$ cat src/rtl/ula_fl_sched.sv
// ula_fl_sched: round-robin arbiter in front of one shared ula_fl ALU.
// Registers the winning operands, stretches DIV, returns a tagged result.
module ula_fl_sched #(
  parameter  int EXP      = 8,
  parameter  int MAN      = 23,
  parameter  int NREQ     = 4,
  parameter  int DIV_WAIT = 2,
  localparam int W        = EXP + MAN + 1,
  localparam int IW       = $clog2(NREQ)
) (
  input  logic              clk,
  input  logic              rst,
  input  logic [NREQ-1:0]   req_valid,
  output logic [NREQ-1:0]   req_ready,
  input  logic [4*NREQ-1:0] req_op,
  input  logic [W*NREQ-1:0] req_in1,
  input  logic [W*NREQ-1:0] req_in2,
  output logic [3:0]        alu_op,
  output logic [W-1:0]      alu_in1,
  output logic [W-1:0]      alu_in2,
  input  logic [W-1:0]      alu_out,
  output logic              rsp_valid,
  output logic [IW-1:0]     rsp_id,
  output logic [W-1:0]      rsp_data,
  output logic              rsp_err,
  output logic              busy
);

  typedef enum logic [1:0] {
    IDLE,
    EXEC,
    WAIT
  } state_t;

  localparam logic [3:0] OP_DIV = 4'd4;

  state_t        state_q, state_d;
  logic [IW-1:0] last_q, last_d;
  logic [IW-1:0] id_q, id_d;
  logic [3:0]    op_q, op_d;
  logic [3:0]    cnt_q, cnt_d;
  logic [W-1:0]  in1_q, in1_d;
  logic [W-1:0]  in2_q, in2_d;
  logic          vld_q, vld_d;
  logic          err_q, err_d;
  logic [IW-1:0] rid_q, rid_d;
  logic [W-1:0]  dat_q, dat_d;

  logic          gnt_any;
  logic [IW-1:0] gnt_id;

  logic [3:0]    ops  [NREQ];
  logic [W-1:0]  in1s [NREQ];
  logic [W-1:0]  in2s [NREQ];

  for (genvar i = 0; i < NREQ; i++) begin : g_unpack
    assign ops[i]  = req_op[4*i +: 4];
    assign in1s[i] = req_in1[W*i +: W];
    assign in2s[i] = req_in2[W*i +: W];
  end

  // First valid requester after the last grant, wrapping at NREQ
  always_comb begin
    int k;
    k       = 0;
    gnt_any = 1'b0;
    gnt_id  = '0;
    for (int i = 1; i <= NREQ; i++) begin
      k = int'(last_q) + i;
      if (k >= NREQ) k -= NREQ;
      if (!gnt_any && req_valid[k[IW-1:0]]) begin
        gnt_any = 1'b1;
        gnt_id  = k[IW-1:0];
      end
    end
  end

  // Next state, grant pulse and response capture
  always_comb begin
    state_d   = state_q;
    last_d    = last_q;
    id_d      = id_q;
    op_d      = op_q;
    cnt_d     = cnt_q;
    in1_d     = in1_q;
    in2_d     = in2_q;
    vld_d     = 1'b0;
    err_d     = err_q;
    rid_d     = rid_q;
    dat_d     = dat_q;
    req_ready = '0;
    unique case (state_q)
      IDLE: begin
        if (gnt_any && rst) begin
          req_ready[gnt_id] = 1'b1;
          last_d = gnt_id;
          id_d   = gnt_id;
          op_d   = ops[gnt_id];
          if (ops[gnt_id][3:1] == 3'b111) begin
            vld_d = 1'b1;
            err_d = 1'b1;
            dat_d = '0;
            rid_d = gnt_id;
          end else begin
            in1_d   = in1s[gnt_id];
            in2_d   = in2s[gnt_id];
            state_d = EXEC;
          end
        end
      end
      EXEC: begin
        if (op_q == OP_DIV && DIV_WAIT > 0) begin
          cnt_d   = 4'(DIV_WAIT - 1);
          state_d = WAIT;
        end else begin
          vld_d   = 1'b1;
          err_d   = 1'b0;
          dat_d   = alu_out;
          rid_d   = id_q;
          state_d = IDLE;
        end
      end
      WAIT: begin
        if (cnt_q == 4'd0) begin
          vld_d   = 1'b1;
          err_d   = 1'b0;
          dat_d   = alu_out;
          rid_d   = id_q;
          state_d = IDLE;
        end else begin
          cnt_d = cnt_q - 4'd1;
        end
      end
      default: state_d = IDLE;
    endcase
  end

  // State and datapath registers; reset drops any op in flight
  always_ff @(posedge clk or negedge rst) begin
    if (!rst) begin
      state_q <= IDLE;
      last_q  <= IW'(NREQ - 1);
      id_q    <= '0;
      op_q    <= '0;
      cnt_q   <= '0;
      in1_q   <= '0;
      in2_q   <= '0;
      vld_q   <= 1'b0;
      err_q   <= 1'b0;
      rid_q   <= '0;
      dat_q   <= '0;
    end else begin
      state_q <= state_d;
      last_q  <= last_d;
      id_q    <= id_d;
      op_q    <= op_d;
      cnt_q   <= cnt_d;
      in1_q   <= in1_d;
      in2_q   <= in2_d;
      vld_q   <= vld_d;
      err_q   <= err_d;
      rid_q   <= rid_d;
      dat_q   <= dat_d;
    end
  end

  assign busy      = (state_q == EXEC) || (state_q == WAIT);
  assign alu_op    = busy ? op_q : 4'd0;
  assign alu_in1   = in1_q;
  assign alu_in2   = in2_q;
  assign rsp_valid = vld_q;
  assign rsp_err   = err_q;
  assign rsp_id    = rid_q;
  assign rsp_data  = dat_q;

endmodule

$ cat config.mk
export PLATFORM = sky130hd
export DESIGN_NAME = ula_fl_sched
export DESIGN_NICKNAME = d
export VERILOG_FILES = /design/src/rtl/ula_fl_sched.sv
export SDC_FILE = /design/constraint.sdc
export NUM_CORES = 1
export LEC_CHECK = 0
export ABC_AREA = 1
export CELL_PAD_IN_SITES_DETAIL_PLACEMENT = 0
export CELL_PAD_IN_SITES_GLOBAL_PLACEMENT = 2
export CORE_UTILIZATION = 21
export CTS_CLUSTER_DIAMETER = 30
export DETAILED_ROUTE_END_ITERATION = 12
export PLACE_DENSITY_LB_ADDON = 0.1
export SLEW_MARGIN = 40
export SYNTH_ARGS = -nofsm -noshare
export SYNTH_HDL_FRONTEND = slang
export SYNTH_SLANG_ARGS = --single-unit
$ cat constraint.sdc
create_clock -name clk -period 3.6 [get_ports clk]
set_clock_uncertainty 0.05 [all_clocks]
set_input_delay 0.72 -clock clk [delete_from_list [all_inputs] [get_ports clk]]
set_output_delay 0.72 -clock clk [all_outputs]
set_load 0.005 [all_outputs]
Word-level counts from Yosys, hierarchy flattened
Cells that the tools add are included.

Register bits after elaboration: 114. Latch bits: 0. Memory bits (writable): 0. Memory bits (read-only): 0. Input bits: 310. Word-level logic and storage cells: 124. Memories kept: 0.

Add/sub/neg operators: 9. $mul: 0. Divide/modulo/power cells: 0. Order comparisons: 11. Equal/unequal tests: 11. Shift operators: 0. Muxes and demuxes: 62. Bitwise operators: 2. Reductions and logical operators: 18.

Operators by type and width (number): 32-bit 2-to-1 mux (8); 32-bit binary-select mux with 2-bit select (2); 32-bit case mux with 3 select lines (1); 2-bit 2-to-1 mux (16); 4-bit 2-to-1 mux (7); 1-bit 2-to-1 mux (17); 2-bit by 3-bit less-than comparator with 1-bit output, second input constant (5); 2-bit != test, second input constant (7); 3-bit greater-or-equal comparator, second input constant (4); 2-bit case mux with 3 select lines (2); 3-bit AND reduction (3); 1-bit binary-select mux with 2-bit select (4); 4-bit binary-select mux with 2-bit select (1); 4-bit case mux with 2 select lines (1); 2-bit by 1-bit subtractor with 2-bit output, second input constant (4); 2-bit by 2-bit adder with 3-bit output, second input constant (2); 1-bit case mux with 3 select lines (2); 1-bit logical AND (5); 5-bit AND reduction (1); 2-bit by 3-bit adder with 4-bit output, second input constant (1); 4-bit by 3-bit == test with 1-bit output, second input constant (1); 4-bit by 3-bit greater-or-equal comparator with 1-bit output, second input constant (1); 4-bit logical NOT (1); 4-bit by 1-bit subtractor with 4-bit output, second input constant (1); other kinds (14) (16).

Depth between registers and ports, before layout
Gate-level depths: netlist of run 1.

Depth after elaboration: 23. Depth in mapped cells: 20. Mapped depth without buffers: 17.

Worst setup path after synthesis of run 1
OpenSTA, ideal clock, no wires.

Kind: input port to output port. Start: input port req_valid[2]. End: output port req_ready[1]. Data arrival time: 2.026 ns. Data required time: 2.830 ns. Setup slack: 0.804 ns. Stages: 14. Path through: inv_1 nand2_1 nand2_1 nand2_1 nand2_1 nand2_1 nand2_1 nand2_2 nand3_2 buf_6 inv_2 clkbuf_1 nand2_1 nor2_1.

Cells in the longest elaborated chain, start to end: 18. Elaborated cells between the ends (all ways): 30. Those cells by class: order compare (2); mux (20); reduce/logical (8).

RTL lines: from (decl) (line 13) `input logic [NREQ-1:0] req_valid,`; 1-bit binary-select mux with 2-bit select (line 71) `if (!gnt_any && req_valid[k[IW-1:0]]) begin`; 1-bit 2-to-1 mux (not written as such) (line 71); 1-bit 2-to-1 mux (line 71); 1-bit logical NOT (line 71); 1-bit logical AND (line 71); 1-bit 2-to-1 mux (line 71); 1-bit logical NOT (line 71); 1-bit logical AND (line 71); [2 not listed]; 1-bit logical AND (line 71); 2-bit 2-to-1 mux (line 71); 2-bit by 3-bit less-than comparator with 1-bit output (not written as such) / 2-bit by 1-bit greater-or-equal comparator with 1-bit output (equally long branches) (line 95) `req_ready[gnt_id] = 1'b1;`; 1-bit logical AND (not written as such) (line 95); 1-bit 2-to-1 mux (not written as such) (line 95); 1-bit demux with 2-bit select (line 95); 4-bit 2-to-1 mux * (line 94) `if (gnt_any && rst) begin`; 4-bit 2-to-1 mux * (line 92) `unique case (state_q)`; to (decl) (line 14) `output logic [NREQ-1:0] req_ready,`.

Every way passes the cells marked *; elsewhere a longest branch is shown, timed or not. The select of a mux whose other input is x is not followed.

Worst setup path in the final report of run 1
Ends and elaborated chain as after synthesis.

==> flow_summary.ini, run 1 <==
[drt]
ant_nets = 0
wl_per_cell_um = 18.1
vias = 8759
drt_iter0_markers = 327
wirelength_um = 35600
vias_per_cell = 4.47
drtPass1Iterations = 4
drc = 0

[job]
cap_violations = 0

[global_routing]
grt_max_degree = 129
gr-total-overflow = 0
grt_pass1_vias = 8621
grt_pass1_wl_um = 52600
antenna_found_initial = 6
grt_use_total_pct = 19.1

[logic_synthesis]
syn-num-nets = 1419
syn_inst = 1103
synth_area_um2 = 7440
synth_ff_type = dfrtp_1
synth_seq_area_share_pct = 38.4
synth.distinct_cells = 35
synth_warnings = 0
async_flop_share_pct = 100
synth_edf_count = 0
ys_ff_latch = 114
synth_area_per_cell_um2 = 6.74

[placed_design]
hpwl_um = 25400
port_buffers = 418
gp_congestion = 0.779
placed_area_um2 = 12200

[die]
num_rows = 68
dieArea_um2 = 36200
fp.dieW_um = 190
initial_core_util_pct = 21.4
core_area_um2 = 34700
die_h_um = 190
io_pins = 419

[critical_path]
worstPathRequired_ps = 2830
cpMostUsedCell = nand2_1
rr_startpoint = last_q[0]
reg2reg_to = alu_in1[2]
ff2ff_path_depth = 16
path_buf_inv = 3
path_cells = clkdlybuf4s50_1, nand2_1, nand2_2, nand2_1, nand2_2, nor2_2, nand3_2, nand2_1, nor2_1, buf_4, nand2_1, nor2_1, clkdlybuf4s50_1
critPathSlowestCell = clkdlybuf4s50_1
reg2reg_slack_ps = 560
cp-start-kind = input pin
crit_fanout = 5
crit_arrival_ps = 2700
max_stage_delay_ps = 500
cpLargestDelayFamily = buffers and inverters
worstSetupEndpointType = primary output
path_class = input pin to primary output

[timing]
min_period_over_period_pct = 96.3
period_needed_ps = 3470
tns_ps = 0
drv_slew = 0
finalHoldViolCount = 0
setup_viol = 0
slew_headroom_pct = 50.6
tightest_slew_ps = 741
fmax_ghz = 0.288
holdWs_ps = 398
rsz0062_at_grt = no

[layout]
fillers = 3751
area_delta_synth_final_pct = 71.4
drive_gt1_share_pct = 6.53
fin_area_um2 = 12700
num-nets-final = 1803

[pwr]
power_switching_mw = 7.44
switching_share_pct = 52.8
p_seq_share_pct = 15.8
p_clk_share_pct = 12.0
p_leak_nw = 5.65
p_int_mw = 6.64
p_comb_share_pct = 72.2
power.density_nw_per_um2 = 1100
peakVddDrop_v = 0.000894
power_mw = 14.1

[clock_tree]
path_clk_slew_ps = 70
numCtsBuffers = 17
ctsHtreeMaxLevel = 4
cts_root_buffer = clkbuf_16
clock_path_buffers = 2
cts_tree = yes
clk_latency_ps = 420
cts_sinks = 114

[worst_hold_path]
min_path_type = input pin to async pin

[run_status]
status = finished clean
==> layer usage <==
| metal | vias up | track usage [%] | share of wire, % |
|---|---|---|---|
| met5 | - | 0 | 0 |
| met4 | 0 | 5.94 | 1.7 |
| met3 | 25 | 5.52 | 7.7 |
| met2 | 287 | 31.9 | 48 |
| met1 | 4021 | 23.7 | 43 |
| li1 | 4426 | - | - |
==> kinds of logic after synthesis <==
family | share of synthesized area, %
AO/OA/AOI/OAI | 14.4
XOR/XNOR | 0.118
adder cells (fa/ha/maj) | 1.01
buffers and inverters | 7.77
flip-flops | 38.4
AND/OR/NAND/NOR | 38.3
==> synthesized netlist by cell type (2+ instances only) <==
cell,n,share of area (%)
o21ai_0,189,13
nand2_2,7,0.59
a21oi_1,4,0.27
inv_1,36,1.8
nor2_1,201,10
buf_2,27,1.8
o21ai_1,10,0.67
nand2_1,301,15
nand3_2,5,0.67
dfrtp_1,112,38
nand3_1,16,1.1
inv_2,4,0.20
nand4_1,73,6.1
buf_1,5,0.25
dfstp_2,2,0.71
buf_6,4,0.61
nor2_2,2,0.17
nand3b_1,32,3.2
o22ai_1,3,0.25
nand2_4,2,0.30
clkbuf_1,40,2.0
a21oi_2,2,0.24
buf_4,9,0.91
ha_1,6,1.0
==> registers in the layout, summed over array words and instances, names as in the netlist <==
signal and cells:
last_q 2, rsp_valid 1, cnt_q 4, alu_in2 32, rsp_data 32, rsp_id 2, alu_in1 32, state_q 2
rsp_err 1, op_q 4, id_q 2
==> worst max-delay path by stage <==
stage	from	endpoint	slack, ps	depth (start not counted)
3_5_place_dp	req_valid[0]	alu_in1[3]	40	16
2_1_floorplan	req_valid[2]	req_ready[1]	800	14
3_3_place_gp	req_valid[0]	req_ready[0]	70	13
4_1_cts	req_valid[0]	req_ready[0]	30	13
6_report	req_valid[2]	req_ready[1]	130	13
5_1_grt	req_valid[2]	req_ready[1]	5	13
==> layout make-up <==
| class | instances | area, µm² | area share [%] |
|---|---|---|---|
| Antenna cell | 6 | 15.0 | 0.118 |
| Clock buffer | 18 | 439 | 3.44 |
| Clock inverter | 14 | 131 | 1.03 |
| Inverter | 41 | 158 | 1.24 |
| Multi-Input combinational cell | 862 | 4050 | 31.7 |
| Sequential cell | 114 | 2860 | 22.4 |
| Tap cell | 455 | 569 | 4.47 |
| Timing Repair Buffer | 451 | 4540 | 35.6 |
==> timing repair <==
action	CTS	global route
hold endpoints to repair	0	0
setup endpoints to repair	0	4
hold buffers	0	0
buffers inserted	0	0
gates resized for setup	0	5
==> cell usage in the layout (no fill, tap or decap), drive strengths merged, types with 2 or more instances in the layout <==
cell type,synthesis,final
diode,0,6
nand4,73,73
clkdlybuf4s50,0,414
dlymetal6s2s,0,3
dfstp,2,2
o22ai,3,3
nand3,22,22
nor3,2,2
clkinvlp,0,3
buf,45,34
a21oi,6,6
o21ai,199,199
ha,6,6
inv,41,43
clkbuf,41,18
nor2,203,203
nand2,310,310
nand3b,32,32
dfrtp,112,112
clkinv,0,8
==> power by group through the flow <==
stage	logic, mW	registers [mW]	clock network [mW]
final	10.2	2.22	1.70
after global routing	11.5	2.30	1.78
after floorplan	6.30	2.23	0
after detailed placement	10.4	2.24	0
after global placement	10.4	2.23	0
after CTS	10.4	2.23	1.74
==> through the flow <==
step	cells	setup slack (ps)	utilization, %
CTS	1955	31.9	36.6
detailed placement	1923	36.0	35.0
global placement	1923	73.9	35.0
global route	1960	4.61	36.7
finish	1961	132	36.7
floorplan	1103	804	-
No activity file was read; power rests on OpenSTA's default activity.
==> run 2, diff against run 1 <==
- CORE_MARGIN: default -> 5
- CTS_BUF_LIST: default -> sky130_fd_sc_hd__clkbuf_4
==> run 2 against run 1 <==
Effect of this change:
- wire length increased by 3.5%
- flip-flop and latch count unchanged
- power decreased by 4.8%
- sequential share of layout area up 0.40 points
- highest routed layer is now met5
- via count increased by 0.32%
- first-iteration DRC count decreased by 15%
- register-to-register slack about the same
- count of clock-buffer cells in the layout shrank 1
- die area increased by 8.6%
- global-route usage shrank 1.0 points
- largest cell class unchanged
- fmax increased by 4.1%
- combinational power about the same
==> flow_summary.ini, run 2 (synthesis results as in run 1) <==
[run_status]
status = finished clean

[drt]
ant_nets = 0
drt_iter0_markers = 277
vias_per_cell = 4.45
drc = 0
wirelength_um = 36800
wl_per_cell_um = 18.6
drtPass1Iterations = 4
vias = 8787

[global_routing]
grt_pass1_wl_um = 55300
antenna_found_initial = 6
gr-total-overflow = 0
grt_use_total_pct = 18.1
grt_pass1_vias = 9243
grt_max_degree = 129

[clock_tree]
cts_sinks = 114
clock_path_buffers = 2
clk_latency_ps = 540
ctsHtreeMaxLevel = 4
numCtsBuffers = 17
path_clk_slew_ps = 130
cts_root_buffer = clkbuf_4
cts_tree = yes

[critical_path]
worstSetupEndpointType = primary output
worstPathRequired_ps = 2830
path_class = register to primary output
cp-start-kind = register
crit_arrival_ps = 2560
crit_fanout = 9

[pwr]
power_mw = 13.4
p_seq_share_pct = 16.5
p_comb_share_pct = 75.8
p_int_mw = 6.09
p_leak_nw = 5.53
p_clk_share_pct = 7.7
power.density_nw_per_um2 = 1070
peakVddDrop_v = 0.00111
power_switching_mw = 7.32
switching_share_pct = 54.6

[placed_design]
hpwl_um = 27000
port_buffers = 418
gp_congestion = 0.796
placed_area_um2 = 12200
placed_cells = 1933

[die]
core_area_um2 = 35300
num_rows = 69
dieArea_um2 = 39300
initial_core_util_pct = 21.1
io_pins = 419
fp.dieW_um = 198
die_h_um = 198

[timing]
fmax_ghz = 0.300
period_needed_ps = 3330
setup_viol = 0
min_period_over_period_pct = 92.5
finalHoldViolCount = 0
rsz0062_at_grt = no
tns_ps = 0
slew_headroom_pct = 54.3
drv_slew = 0
tightest_slew_ps = 685

[layout]
fillers = 3830
final_cell_count_no_fill = 1974
final_cell_mix = clkdlybuf4s50_1, nand2_1, nor2_1
finish.utilization_pct = 35.5
area_delta_synth_final_pct = 68.4
layout_commonest_cell = clkdlybuf4s50_1
fin_area_um2 = 12500
num-nets-final = 1810
drive_gt1_share_pct = 6.97

[job]
cap_violations = 0

[worst_hold_path]
min_path_type = input pin to async pin
## run 2: cell count changes in the layout (fill, tap and decap cells not counted), sizes merged
cell | before | now
bufinv | 1 | 2
clkbuf | 18 | 17
clkinvlp | 3 | 6
clkdlybuf4s50 | 414 | 413
buf | 34 | 41
dlygate4sd2 | 0 | 4
clkinv | 8 | 5
dlymetal6s2s | 3 | 0
## run 2: area by class of cell
cell class	count	area (µm²)	area share, %
timing repair buffer	458	4580	36.6
sequential	114	2860	22.8
clock buffer	17	128	1.02
clock inverter	15	159	1.27
antenna	6	15.0	0.120
inverter	41	158	1.26
multi-input combinational	862	4050	32.3
tap	461	577	4.61
## run 2: metrics by stage
stage	hold slack, ps	setup slack (ps)
CTS	119	194
floorplan	374	804
global placement	404	50.5
global route	116	26.3
finish	165	269
detailed placement	408	2.11
## run 2: layer usage
metal / wire, µm / track usage, % / up-vias
met1: 16000 / 23.1 / 4052
met3: 2950 / 6.24 / 30
met2: 17400 / 30.0 / 269
met5: 39 / 0 / -
met4: 453 / 3.55 / 6
li1: - / - / 4430
## run 2: final timing paths
path,start,endpoint,slack [ps],depth (start not counted)
hold reg to reg,rsp_data[12],rsp_data[12],430,2
hold / removal,rst,rsp_data[2],170,2
setup / recovery,last_q[0],req_ready[3],270,14
setup reg to reg,last_q[0],alu_in1[15],560,17
max in group asynchronous,rst,op_q[1],2110,4
min in group clk,rsp_data[12],rsp_data[12],430,2
## run 2: critical path, cell delays in order (launching register included)
cell and delay (ps):
dfstp_2 570, buf_12 110, inv_4 60, nand2_1 50, nand2_1 80, nand2_1 110, nand2_2 90, nor2_2 90
nand3_2 120, nand2_1 120, nor2_2 50, buf_4 150, nand2_1 100, nor2_1 50, dlygate4sd2_1 270
## run 2: power groups by stage
stage,clock [mW],sequential [mW],combinational [mW]
after floorplan,0,2.23,6.30
after global placement,0,2.24,10.4
after detailed placement,0,2.25,10.4
after CTS,1.09,2.23,10.4
after global routing,1.14,2.29,11.6
final,1.03,2.21,10.2
## run 2: timing repair
action                                  in CTS  in global routing
gates resized for setup                      7                  0
endpoints found under the setup margin       4                  0
hold buffers                                 0                  0
buffers inserted                             3                  0
==> variant 1 (settings of run 2) <==
Set the parameter `EXP` to 16 (it was 8).
--- a/src/rtl/ula_fl_sched.sv
+++ b/src/rtl/ula_fl_sched.sv
@@ -3,3 +3,3 @@
 module ula_fl_sched #(
-  parameter  int EXP      = 8,
+  parameter  int EXP      = 16,
   parameter  int MAN      = 23,
Ports: changed (6 resized); port bits go from 419 to 515. The function was not compared with the original's and may differ.
==> variant 1 against run 2 <==
- largest power group unchanged
- area after synthesis is 22% higher
- final area up 24%
- total power is 30% higher
- die area up 21%
- synthesized cell count is 20% higher
- cell count is 23% higher
- routed wire length rose by 27%
- clock power grew 12%
- critical endpoint is now req_ready[0]
- worst setup slack lost 0.21 ns
- highest routed layer unchanged
- non-clock buffer count is 123 higher
- sequential cell count up 24
- core utilization is 0.70 points higher
==> variant 1: results (changes against run 2) <==
post-cts gate resize count - 9 (was 7)
DRT Wirelength - 46,900 um (was 36,800 um)
detailed placer's ending HPWL - 35,800 um (was 27,000 um)
fraction of standard cell area in multi-input logic - 30.5% (was 32.3%)
overall via count from detail_route - 10,800 (was 8,787)
outcome - finished clean (unchanged)
end of the worst register-to-register path - alu_in2[22] (was alu_in1[15])
setup repair bufs after CTS - 8 (was 3)
net count after synthesis - 1,713 (was 1,419)
post-synthesis sequential area ratio - 38.0% (was 38.4%)
clk tree area frac - 1.93% (was 2.29%)
Signal buffers - 581 (was 458)
count of input and output buffers - 514 (was 418)
number of detailed-route iterations in the first pass - 5 (was 4)
worst hold-check path type - flip-flop to flip-flop (was input port to async pin)
Filler cells - 4,603 (was 3,830)
non-filler cells, final - 2,423 (was 1,974)
ratio of cells with drive above 1 in the final layout - 6.77% (was 6.97%)
Final GP Congestion - 0.793 (was 0.796)
count of different cell masters after synthesis - 33 (was 35)
number of ordinary inverters in the final layout - 119 (was 41)
post-synthesis average cell area - 6.86 um2 (was 6.74 um2)
most numerous cell types in the synthesized netlist - sky130_fd_sc_hd__nand2_1 (447), sky130_fd_sc_hd__o21ai_0 (141), sky130_fd_sc_hd__dfrtp_1 (136) (was sky130_fd_sc_hd__nand2_1 (301), sky130_fd_sc_hd__nor2_1 (201), sky130_fd_sc_hd__o21ai_0 (189))
met1 global-route usage - 22.5% (was 23.1%)
leakage power of the design - 7.07 nW (was 5.53 nW)
maximum fanout along the worst path - 5 (was 9)
switching power summed over all nets - 9.34 mW (was 7.32 mW)
Clock Sinks - 138 (was 114)
number of design-rule violations left by the first detailed-router iteration - 573 (was 277)
number of clock-tree buffers in the layout - 20 (was 17)
signal arrival time at the worst endpoint - 2.77 ns (was 2.56 ns)
variant 1: changes by cell type in the layout (fill, tap and decap cells not counted), sizes merged, moves of 7 or more:
cell / before / now
nand3b: 32 / 42
inv: 43 / 117
nor2: 203 / 88
dfrtp: 112 / 136
o211ai: 0 / 80
nand2: 310 / 450
clkdlybuf4s50: 413 / 510
o21ai: 199 / 168
buf: 41 / 67
nand3: 22 / 29
nand4: 73 / 82
variant 1: power by group through the flow:
| stage | clock, mW | sequential [mW] | combinational (mW) |
|---|---|---|---|
| 4_1_cts | 1.21 | 2.67 | 13.9 |
| 3_3_place_gp | 0 | 2.69 | 13.7 |
| 3_5_place_dp | 0 | 2.71 | 13.8 |
| 6_report | 1.15 | 2.66 | 13.6 |
| 2_1_floorplan | 0 | 2.70 | 7.67 |
| 5_1_grt | 1.27 | 2.75 | 15.2 |
variant 1: stage by stage:
stage	instance area [um2]	hold WS, ns	TNS, ns	power, mW
3_5_place_dp	15100	0.408	-0.207	16.5
4_1_cts	15500	0.171	-0.150	17.8
5_1_grt	15500	0.463	-0.172	19.2
6_report	15500	0.431	0	17.4
3_3_place_gp	15100	0.402	-0.129	16.4
2_1_floorplan	9090	0.374	0	10.4
variant 1: worst max-delay path by stage:
stage	endpoint	slack [ns]	cells past startpoint	from
global route	req_ready[0]	-0.17	12	last_q[0]
detailed placement	req_ready[1]	-0.12	12	req_valid[0]
CTS	req_ready[0]	-0.09	12	last_q[0]
global placement	req_ready[1]	-0.1	12	req_valid[0]
finish	req_ready[0]	0.06	12	last_q[0]
floorplan	req_ready[3]	0.90	10	req_valid[3]
variant 1: worst max-delay path: stages (launching register included):
cell and delay [ns]:
sky130_fd_sc_hd__dfstp_2 0.60, sky130_fd_sc_hd__buf_4 0.14, sky130_fd_sc_hd__nand2_1 0.05, sky130_fd_sc_hd__nand2_1 0.09, sky130_fd_sc_hd__nand2_1 0.09, sky130_fd_sc_hd__nand2_2 0.11, sky130_fd_sc_hd__nor2_4 0.05, sky130_fd_sc_hd__nand3_4 0.05
sky130_fd_sc_hd__nand2_1 0.10, sky130_fd_sc_hd__nor2_4 0.15, sky130_fd_sc_hd__inv_1 0.08, sky130_fd_sc_hd__nor3_2 0.13, sky130_fd_sc_hd__clkdlybuf4s50_1 0.53
variant 1: cells by family after synthesis:
logic type | share of synthesized area, %
and+or+nand+nor | 33.7
AOI/OAI and AO/OA | 16.8
buffers and inverters | 10.5
DFF | 38.0
adders and majority gates | 0.826
xor gates and xnor gates | 0.0963
variant 1: metal layers:
layer  wire, um  up-vias
li1           -     5375
met1      19100     5023
met2      23500      327
met3       3260       47
met4        942        4
met5         14        -
==> variant 2 (settings of run 2) <==
Without the edit above. Re-encode `state_t` (3 states) as one-hot, 3 bits wide.
--- a/src/rtl/ula_fl_sched.sv
+++ b/src/rtl/ula_fl_sched.sv
@@ -28,6 +28,6 @@
 
-  typedef enum logic [1:0] {
-    IDLE,
-    EXEC,
-    WAIT
+  typedef enum logic [2:0] {
+    IDLE = 3'b001,
+    EXEC = 3'b010,
+    WAIT = 3'b100
   } state_t;
Check against the original RTL: no difference found for any inputs over 4 cycles, from zero or initial values and one cycle with rst low; so few cycles prove little.
==> variant 2 against run 2 <==
- sequential power increased by 6%
- cell count unchanged
- sequential cell count increased by 1
- largest power group unchanged
- final area about the same
- largest cell class unchanged
- total power decreased by 0.47%
- worst setup slack improved by 0.10 ns
- critical path type unchanged
- core utilization decreased by 0.10 points
- non-clock buffer count decreased by 8
- critical endpoint is now req_ready[0]
- die area increased by 0.58%
- routed wire length decreased by 1.4%
- area after synthesis increased by 0.61%
==> variant 2: results (changes against run 2) <==
number of design-rule violations left by the first detailed-router iteration - 347 (was 277)
Seq group - 2.35 mW (was 2.21 mW)
outcome - finished clean (unchanged)
post-synthesis average cell area - 6.72 um2 (was 6.74 um2)
overall via count from detail_route - 8,695 (was 8,787)
net count after synthesis - 1,424 (was 1,419)
clk tree area frac - 2.44% (was 2.29%)
CP Capture Point - req_ready[0] (was req_ready[3])
number of antenna violations at the first check in global routing - 5 (was 6)
Routed wire per std cell - 18.4 um (was 18.6 um)
number of ordinary inverters in the final layout - 129 (was 41)
Filler cells - 3,877 (was 3,830)
dpl cells - 1,933 (unchanged)
relative area of non-clock buffer cells in the final design - 36.2% (was 36.6%)
top cells by area in the synthesized netlist - sky130_fd_sc_hd__dfrtp_1 (37%), sky130_fd_sc_hd__nand2_1 (13%), sky130_fd_sc_hd__o21ai_0 (12%) (was sky130_fd_sc_hd__dfrtp_1 (38%), sky130_fd_sc_hd__nand2_1 (15%), sky130_fd_sc_hd__o21ai_0 (13%))
number of clock-tree buffers in the layout - 18 (was 17)
met2 wirelength from detailed routing - 17,600 um (was 17,400 um)
signal arrival time at the worst endpoint - 2.46 ns (was 2.56 ns)
met1 global-route usage - 22.7% (was 23.1%)
Signal buffers - 450 (was 458)
met2 track utilization from global routing - 29.3% (was 30.0%)
number of detailed-route iterations in the first pass - 4 (unchanged)
post-cts gate resize count - 3 (was 7)
end of the worst register-to-register path - alu_in1[12] (was alu_in1[15])
clock transition at the registers of the reported paths - 0.15 ns (was 0.13 ns)
most numerous cell types in the synthesized netlist - sky130_fd_sc_hd__nand2_1 (254), sky130_fd_sc_hd__o21ai_0 (176), sky130_fd_sc_hd__inv_1 (128) (was sky130_fd_sc_hd__nand2_1 (301), sky130_fd_sc_hd__nor2_1 (201), sky130_fd_sc_hd__o21ai_0 (189))
multi-input combinational gate total - 784 (was 862)
fraction of area in registers - 23.0% (was 22.8%)
post-synthesis sequential area ratio - 38.5% (was 38.4%)
timing-limited maximum frequency - 310 MHz (was 300 MHz)
proportion of total power due to net switching - 53.1% (was 54.6%)
post-synthesis async set-or-reset flop share - 100% (unchanged)
ratio of cells with drive above 1 in the final layout - 6.36% (was 6.97%)
worst reg-to-reg setup slack - 0.46 ns (was 0.56 ns)
routed wl met3 - 2940 um (was 2950 um)
global-route wire length before repair - 53,600 um (was 55,300 um)
largest net degree at the start of global routing - 99 (was 129)
cell count after synthesis - 1,113 (was 1,103)
Skew-Pair Late Insertion Delay - 0.52 ns (was 0.54 ns)
setup repair bufs after CTS - 5 (was 3)
Power Clock - 1.08 mW (was 1.03 mW)
total non-filler cell area in the finished layout - 0.0125 mm2 (about the same)
area of the multi-input gates - 0.00372 mm2 (was 0.00405 mm2)
Post-DP Area - 0.0121 mm2 (was 0.0122 mm2)
global routing met3 resource utilization - 5.62% (was 6.24%)
layout sequential cell count - 115 (was 114)
post-placement worst setup slack - -0.0711 ns (was 0.00211 ns)
Max VDD drop - 730 uV (was 1110 uV)
routed metal-1 wire length - 15,500 um (was 16,000 um)
pin slew with the least headroom to its limit - 0.690 ns (was 0.685 ns)
Diodes inserted - 3 (was 6)
==> variant 2: kinds of logic (layout without fill, tap and decap cells) <==
group | Yosys count | count (layout) | synth area share (%)
adder cells (fa/ha/maj) | 1 | 1 | 0.167
multiplexers | 1 | 1 | 0.150
flip-flops | 115 | 115 | 38.5
AO/OA/AOI/OAI | 279 | 279 | 18.9
buffers and inverters | 214 | 611 | 12.5
other | 0 | 3 | 0
AND/OR/NAND/NOR | 503 | 503 | 29.7
==> variant 2: worst min path at each step <==
stage | end | slack, ns | startpoint | depth (start not counted)
2_1_floorplan | alu_in1[0] | 0.37 | rst | 0
3_3_place_gp | alu_in2[27] | 0.41 | alu_in2[27] | 2
3_5_place_dp | alu_in1[2] | 0.41 | alu_in1[2] | 2
4_1_cts | op_q[1] | 0.25 | rst | 2
5_1_grt | rsp_id[0] | 0.28 | rst | 2
6_report | op_q[0] | 0.29 | rst | 2
